`src/rtl/switch_forwarder.sv`:
```
// Crossbar forwarding stage of a 4x4 packet switch: one holding register per input,
// fast-path forwarding for uncontested packets, round-robin arbitration per output.
module switch_forwarder #(
    parameter int DATA_W   = 8,
    parameter int WAIT_MAX = 15
) (
    input  logic              clock,
    input  logic              reset,
    input  logic [3:0]        in_valid,
    input  logic [DATA_W-1:0] in_data0,
    input  logic [DATA_W-1:0] in_data1,
    input  logic [DATA_W-1:0] in_data2,
    input  logic [DATA_W-1:0] in_data3,
    input  logic [1:0]        in_dest0,
    input  logic [1:0]        in_dest1,
    input  logic [1:0]        in_dest2,
    input  logic [1:0]        in_dest3,
    output logic [3:0]        in_ready,
    output logic [1:0]        dest0,
    output logic [1:0]        dest1,
    output logic [1:0]        dest2,
    output logic [1:0]        dest3,
    input  logic [3:0]        valid_bit,
    output logic [3:0]        out_valid,
    output logic [DATA_W-1:0] out_data0,
    output logic [DATA_W-1:0] out_data1,
    output logic [DATA_W-1:0] out_data2,
    output logic [DATA_W-1:0] out_data3,
    output logic [3:0]        stall_flag
);
    localparam int WAIT_W = (WAIT_MAX < 2) ? 1 : $clog2(WAIT_MAX + 1);
    localparam logic [WAIT_W-1:0] WAIT_SAT = WAIT_W'(WAIT_MAX);

    logic [DATA_W-1:0] in_data_a [4];
    logic [1:0]        in_dest_a [4];

    logic [3:0]        full_q, full_d;
    logic [3:0]        settled_q, settled_d;
    logic [DATA_W-1:0] data_q [4];
    logic [DATA_W-1:0] data_d [4];
    logic [1:0]        dest_q [4];
    logic [1:0]        dest_d [4];
    logic [WAIT_W-1:0] wait_q [4];
    logic [WAIT_W-1:0] wait_d [4];
    logic [1:0]        rr_q [4];
    logic [1:0]        rr_d [4];
    logic [3:0]        out_valid_q, out_valid_d;
    logic [DATA_W-1:0] out_data_q [4];
    logic [DATA_W-1:0] out_data_d [4];

    logic [3:0] fast;
    logic [3:0] grant;
    logic [3:0] load;
    logic [3:0] g_valid;
    logic [3:0] g_arb;
    logic [1:0] g_win [4];

    assign in_data_a[0] = in_data0;
    assign in_data_a[1] = in_data1;
    assign in_data_a[2] = in_data2;
    assign in_data_a[3] = in_data3;
    assign in_dest_a[0] = in_dest0;
    assign in_dest_a[1] = in_dest1;
    assign in_dest_a[2] = in_dest2;
    assign in_dest_a[3] = in_dest3;

    // A ValidBit only means something once the checker has seen this packet's dest.
    assign fast = settled_q & valid_bit;

    genvar gi;
    generate
        for (gi = 0; gi < 4; gi++) begin : g_out
            logic       found;
            logic       by_arb;
            logic [1:0] win;
            logic [1:0] idx;

            always_comb begin
                found  = 1'b0;
                by_arb = 1'b0;
                win    = 2'd0;
                idx    = 2'd0;
                for (int i = 0; i < 4; i++) begin
                    if (!found && fast[i] && dest_q[i] == 2'(gi)) begin
                        found = 1'b1;
                        win   = 2'(i);
                    end
                end
                // Output not claimed by the fast path: search from rr upward, wrapping.
                for (int k = 0; k < 4; k++) begin
                    idx = rr_q[gi] + 2'(k);
                    if (!found && settled_q[idx] && dest_q[idx] == 2'(gi)) begin
                        found  = 1'b1;
                        by_arb = 1'b1;
                        win    = idx;
                    end
                end
            end

            assign g_valid[gi] = found;
            assign g_arb[gi]   = by_arb;
            assign g_win[gi]   = win;
        end
    endgenerate

    always_comb begin
        grant = '0;
        for (int j = 0; j < 4; j++) begin
            for (int i = 0; i < 4; i++) begin
                if (g_valid[j] && g_win[j] == 2'(i)) begin
                    grant[i] = 1'b1;
                end
            end
        end
    end

    assign in_ready = ~full_q | grant;
    assign load     = in_valid & in_ready;

    always_comb begin
        full_d      = '0;
        settled_d   = '0;
        out_valid_d = g_valid;
        for (int i = 0; i < 4; i++) begin
            full_d[i]    = load[i] | (full_q[i] & ~grant[i]);
            settled_d[i] = full_q[i] & ~grant[i] & ~load[i];
            data_d[i]    = load[i] ? in_data_a[i] : data_q[i];
            dest_d[i]    = load[i] ? in_dest_a[i] : dest_q[i];
            wait_d[i]    = wait_q[i];
            if (grant[i]) begin
                wait_d[i] = '0;
            end else if (settled_q[i] && wait_q[i] != WAIT_SAT) begin
                wait_d[i] = wait_q[i] + 1'b1;
            end
        end
        for (int j = 0; j < 4; j++) begin
            rr_d[j]       = g_arb[j] ? g_win[j] + 2'd1 : rr_q[j];
            out_data_d[j] = g_valid[j] ? data_q[g_win[j]] : out_data_q[j];
        end
    end

    always_ff @(posedge clock or posedge reset) begin
        if (reset) begin
            full_q      <= '0;
            settled_q   <= '0;
            out_valid_q <= '0;
            for (int i = 0; i < 4; i++) begin
                data_q[i]     <= '0;
                dest_q[i]     <= '0;
                wait_q[i]     <= '0;
                rr_q[i]       <= '0;
                out_data_q[i] <= '0;
            end
        end else begin
            full_q      <= full_d;
            settled_q   <= settled_d;
            out_valid_q <= out_valid_d;
            for (int i = 0; i < 4; i++) begin
                data_q[i]     <= data_d[i];
                dest_q[i]     <= dest_d[i];
                wait_q[i]     <= wait_d[i];
                rr_q[i]       <= rr_d[i];
                out_data_q[i] <= out_data_d[i];
            end
        end
    end

    always_comb begin
        stall_flag = '0;
        for (int i = 0; i < 4; i++) begin
            stall_flag[i] = (wait_q[i] == WAIT_SAT);
        end
    end

    assign dest0     = dest_q[0];
    assign dest1     = dest_q[1];
    assign dest2     = dest_q[2];
    assign dest3     = dest_q[3];
    assign out_valid = out_valid_q;
    assign out_data0 = out_data_q[0];
    assign out_data1 = out_data_q[1];
    assign out_data2 = out_data_q[2];
    assign out_data3 = out_data_q[3];

endmodule
```
`config.mk`:
```
export PLATFORM = sky130hd
export DESIGN_NAME = switch_forwarder
export DESIGN_NICKNAME = d
export VERILOG_FILES = /design/src/rtl/switch_forwarder.sv
export SDC_FILE = /design/constraint.sdc
export NUM_CORES = 1
export LEC_CHECK = 0
export ABC_CLOCK_PERIOD_IN_PS = 4500
export CORE_UTILIZATION = 47
export CTS_CLUSTER_SIZE = 25
export DETAILED_ROUTE_END_ITERATION = 16
export DONT_BUFFER_PORTS = 1
export GPL_TIMING_DRIVEN = 0
export PLACE_DENSITY = 0.73
export SLEW_MARGIN = 20
export SYNTH_ARGS = -nofsm -noshare
export SYNTH_HDL_FRONTEND = slang
export SYNTH_SLANG_ARGS = --single-unit
```
`constraint.sdc`:
```
create_clock -name clock -period 4.5 [get_ports clock]
set_input_delay 0.675 -clock clock [delete_from_list [all_inputs] [get_ports clock]]
set_output_delay 0.675 -clock clock [all_outputs]
set_load 0.01 [all_outputs]
```
==> metrics <==
outcome complete, no violations; first-pass GRT wire length between 30,000 and 40,000 µm; Tcrit/Tclk final approximately 97%; worst setup path endpoint in_ready[0]; top cell family by delay on the critical path compound AO/OA/AOI/OAI gates; # placed instances 917; f_max 0.2290 GHz; WP data arrival 3.69 ns; core area around 15,000 µm²; total number of vias 6,451; largest net degree at the start of global routing 74; Clock H-tree levels 3; area occupied by multi-input gates 4126 µm²; Fillers between 1,000 and 1,500; share of cells above drive strength 1 21.32%; top_reg_cell synth dfrtp_1; WS Path Type reg2out; area of the die 15,410 µm²; Post-synth ARST share 100.0%; Post-CTS Hold Buffers 0; cts bufs inserted 9; grt total ovfl 0; Final Max Slew Viols 0; reg2reg end data_q[27]$_DFFE_PP0P_; # nets final 813; Iter 0 DRT Violations 715; initial antenna violation count 0; Die W 124.1 µm; Worst slew margin 29.42%; vias in the first global route 6,107; row count 44; drt total wl 22,060 µm; Antenna Cells 0; crit-path max cell delay 0.49 ns; Hold Vio Cnt, Final 0; crit-path cells clkbuf_2, nand4_1, o21ai_1, and2_1, buf_1, a211o_1, buf_4, inv_1, ha_1, a32oi_2, o211ai_2, nor2_1, nand2_1; clk_skew 0.01731 ns; Critical Path Stages 13; clock sinks 108; Netlist Area Pre-Place about 7000 µm²; R2R Setup Slk 0.20 ns; CP Capture Type output port; critical path startpoint settled_q[3]$_DFF_PP0_; FF-to-FF path depth 13; IO Port Bufs 0; worst-path fanout max 11; post-synthesis sequential area ratio approximately two fifths; Ports about 100; drt pass-1 iters 11; post-route ant nets 0; RR Startpoint settled_q[3]$_DFF_PP0_; initial core utilization 48.24%; CP startpoint kind flop; Yosys warnings 0; Worst-Margin Slew 1.055 ns; dpl hpwl 15,540 µm; DR WL/cell 23.37 µm; Tot GR Track Use 28.64%; slowest CP cell dfrtp_1; DR DRC count 0; chip height 124.1 µm; final std cells w/o fill 944; Max Cap Violations 0; Syn Inst Count 732; Syn Nets 790; CTS clock-pin slew for the worst setup and hold paths 0.08 ns; library cells used by synthesis 73; EDFF count, synth 0; vias per cell 6.834; critical path buffer and inverter count 4; CTS tree yes; final setup fails 0; Required @ worst endpoint ~3.8 ns; Area Overhead vs Synth 10.94%; Seq cells post-synth 108; syn_area_per_cell 9.579 µm²; Hold Crit Class in2async; Root Buffer clkbuf_16; GP Congestion 0.9078; clock tree buffer depth 2; Tmin final 4.368 ns; Sequential cell area between 2000 and 3000 µm²; clk_lat worst skew roughly 0.37 ns
layout by cell type (no fill, tap or decap), types with 18 or more instances in the layout:
master    instances
mux2i_1          29
clkbuf_1         20
a21oi_1          36
o21ai_0          49
mux2_2           73
nand3_1          18
nor2_1           50
inv_1            18
dfrtp_1         102
a22oi_1          24
nand2_1          49
logic make-up (layout without fill, tap and decap cells):
family | count (synthesis) | count (layout) | share of synthesized area (%)
compound gates | 186 | 186 | 18.36
xor+xnor | 8 | 8 | 0.9992
fa+ha+maj | 8 | 8 | 1.428
buf+inv | 65 | 93 | 3.729
flops | 108 | 108 | 38.54
mux | 103 | 103 | 16.18
simple gates | 254 | 254 | 20.75
worst min path at each step:
stage,slack (ns),depth (start not counted),endpoint,start
floorplan,0.47,1,full_q[0]$_DFF_PP0_,full_q[0]$_DFF_PP0_
global placement,0.48,1,full_q[0]$_DFF_PP0_,full_q[0]$_DFF_PP0_
detailed placement,0.50,1,full_q[0]$_DFF_PP0_,full_q[0]$_DFF_PP0_
CTS,0.15,1,wait_q[15]$_DFFE_PP0P_,reset
global route,0.16,1,wait_q[15]$_DFFE_PP0P_,reset
finish,0.14,1,wait_q[15]$_DFFE_PP0P_,reset
Yosys cell counts (all sizes together) (3+ instances only):
cell	n	share of area, %
nand2b	9	0.80
ha	8	1.4
or3	7	0.62
or3b	4	0.50
nand4b	7	0.87
buf	9	0.73
a31oi	5	0.45
a22o	7	0.87
or4	3	0.43
inv	20	1.1
nand4	13	1.2
and4b	11	1.6
mux2i	29	4.1
o21ai	52	3.7
and2	7	0.62
o32ai	3	0.37
nand3b	8	0.86
nor2b	8	0.71
a21oi	36	2.6
nor4	5	0.45
mux2	73	12
a22oi	24	2.6
nor3b	3	0.32
nand3	22	1.6
and4	3	0.37
o22ai	4	0.36
o211ai	4	0.50
a21o	4	0.43
a211o	4	0.50
clkbuf	36	1.9
and3	12	1.1
or2	5	0.45
and3b	6	0.75
a221oi	10	1.2
nor2	50	2.7
o2111ai	3	0.37
nand2	49	2.6
nor3	12	0.86
a222oi	4	0.57
xor2	4	0.50
dfrtp	108	39
nor4bb	4	0.57
xnor2	4	0.50
o221ai	3	0.37
sequential cells by signal, summed over array words and instances (netlist names):
signal	count
data_q	32
dest0	2
dest1	2
dest2	2
dest3	2
full_q	4
out_data0	8
out_data1	8
out_data2	8
out_data3	8
out_valid	4
rr_q	8
settled_q	4
wait_q	16
metal layers:
metal  vias to the layer above  GRT usage, %  routed length, µm  share of wire [%]
li1                       2825             -                  -                  -
met1                      3168         37.23               8913                 40
met2                       380         44.30              10280                 47
met3                        78         6.456               2027                9.2
met4                         0         14.96                834                3.8
met5                         -             0                  0                  0
area by class of cell:
| cell class | instances | area share [%] |
|---|---|---|
| multi-input combinational | 559 | 53.05 |
| sequential | 108 | 34.84 |
| clock buffer | 10 | 3.072 |
| tap | 184 | 2.960 |
| buffer | 44 | 2.686 |
| timing repair buffer | 13 | 1.512 |
| inverter | 20 | 1.078 |
| clock inverter | 6 | 0.8042 |
per-stage QoR:
step | hold slack (ns) | setup TNS (ns) | area (µm²) | util, % | setup slack, ns
6_report | 0.1384 | 0 | 7779 | 53.52 | 0.1324
5_1_grt | 0.1601 | -0.04237 | 7779 | 53.52 | -0.03643
4_1_cts | 0.1513 | 0 | 7655 | 52.67 | 0.003761
3_5_place_dp | 0.4970 | -12.58 | 7274 | 50.05 | -0.4811
3_3_place_gp | 0.4831 | -23.09 | 7242 | 49.83 | -0.4394
2_1_floorplan | 0.4712 | 0 | 7012 | - | 0.5592
what timing repair did:
item                                    CTS  global route
pin swaps                                 2             5
endpoints found under the setup margin   44            24
setup buffers                             2            10
resized for setup                        22            29
Power is left out: the tool's default activity adds up to more than one toggle a clock period on the data nets, which glitch-free logic cannot reach.
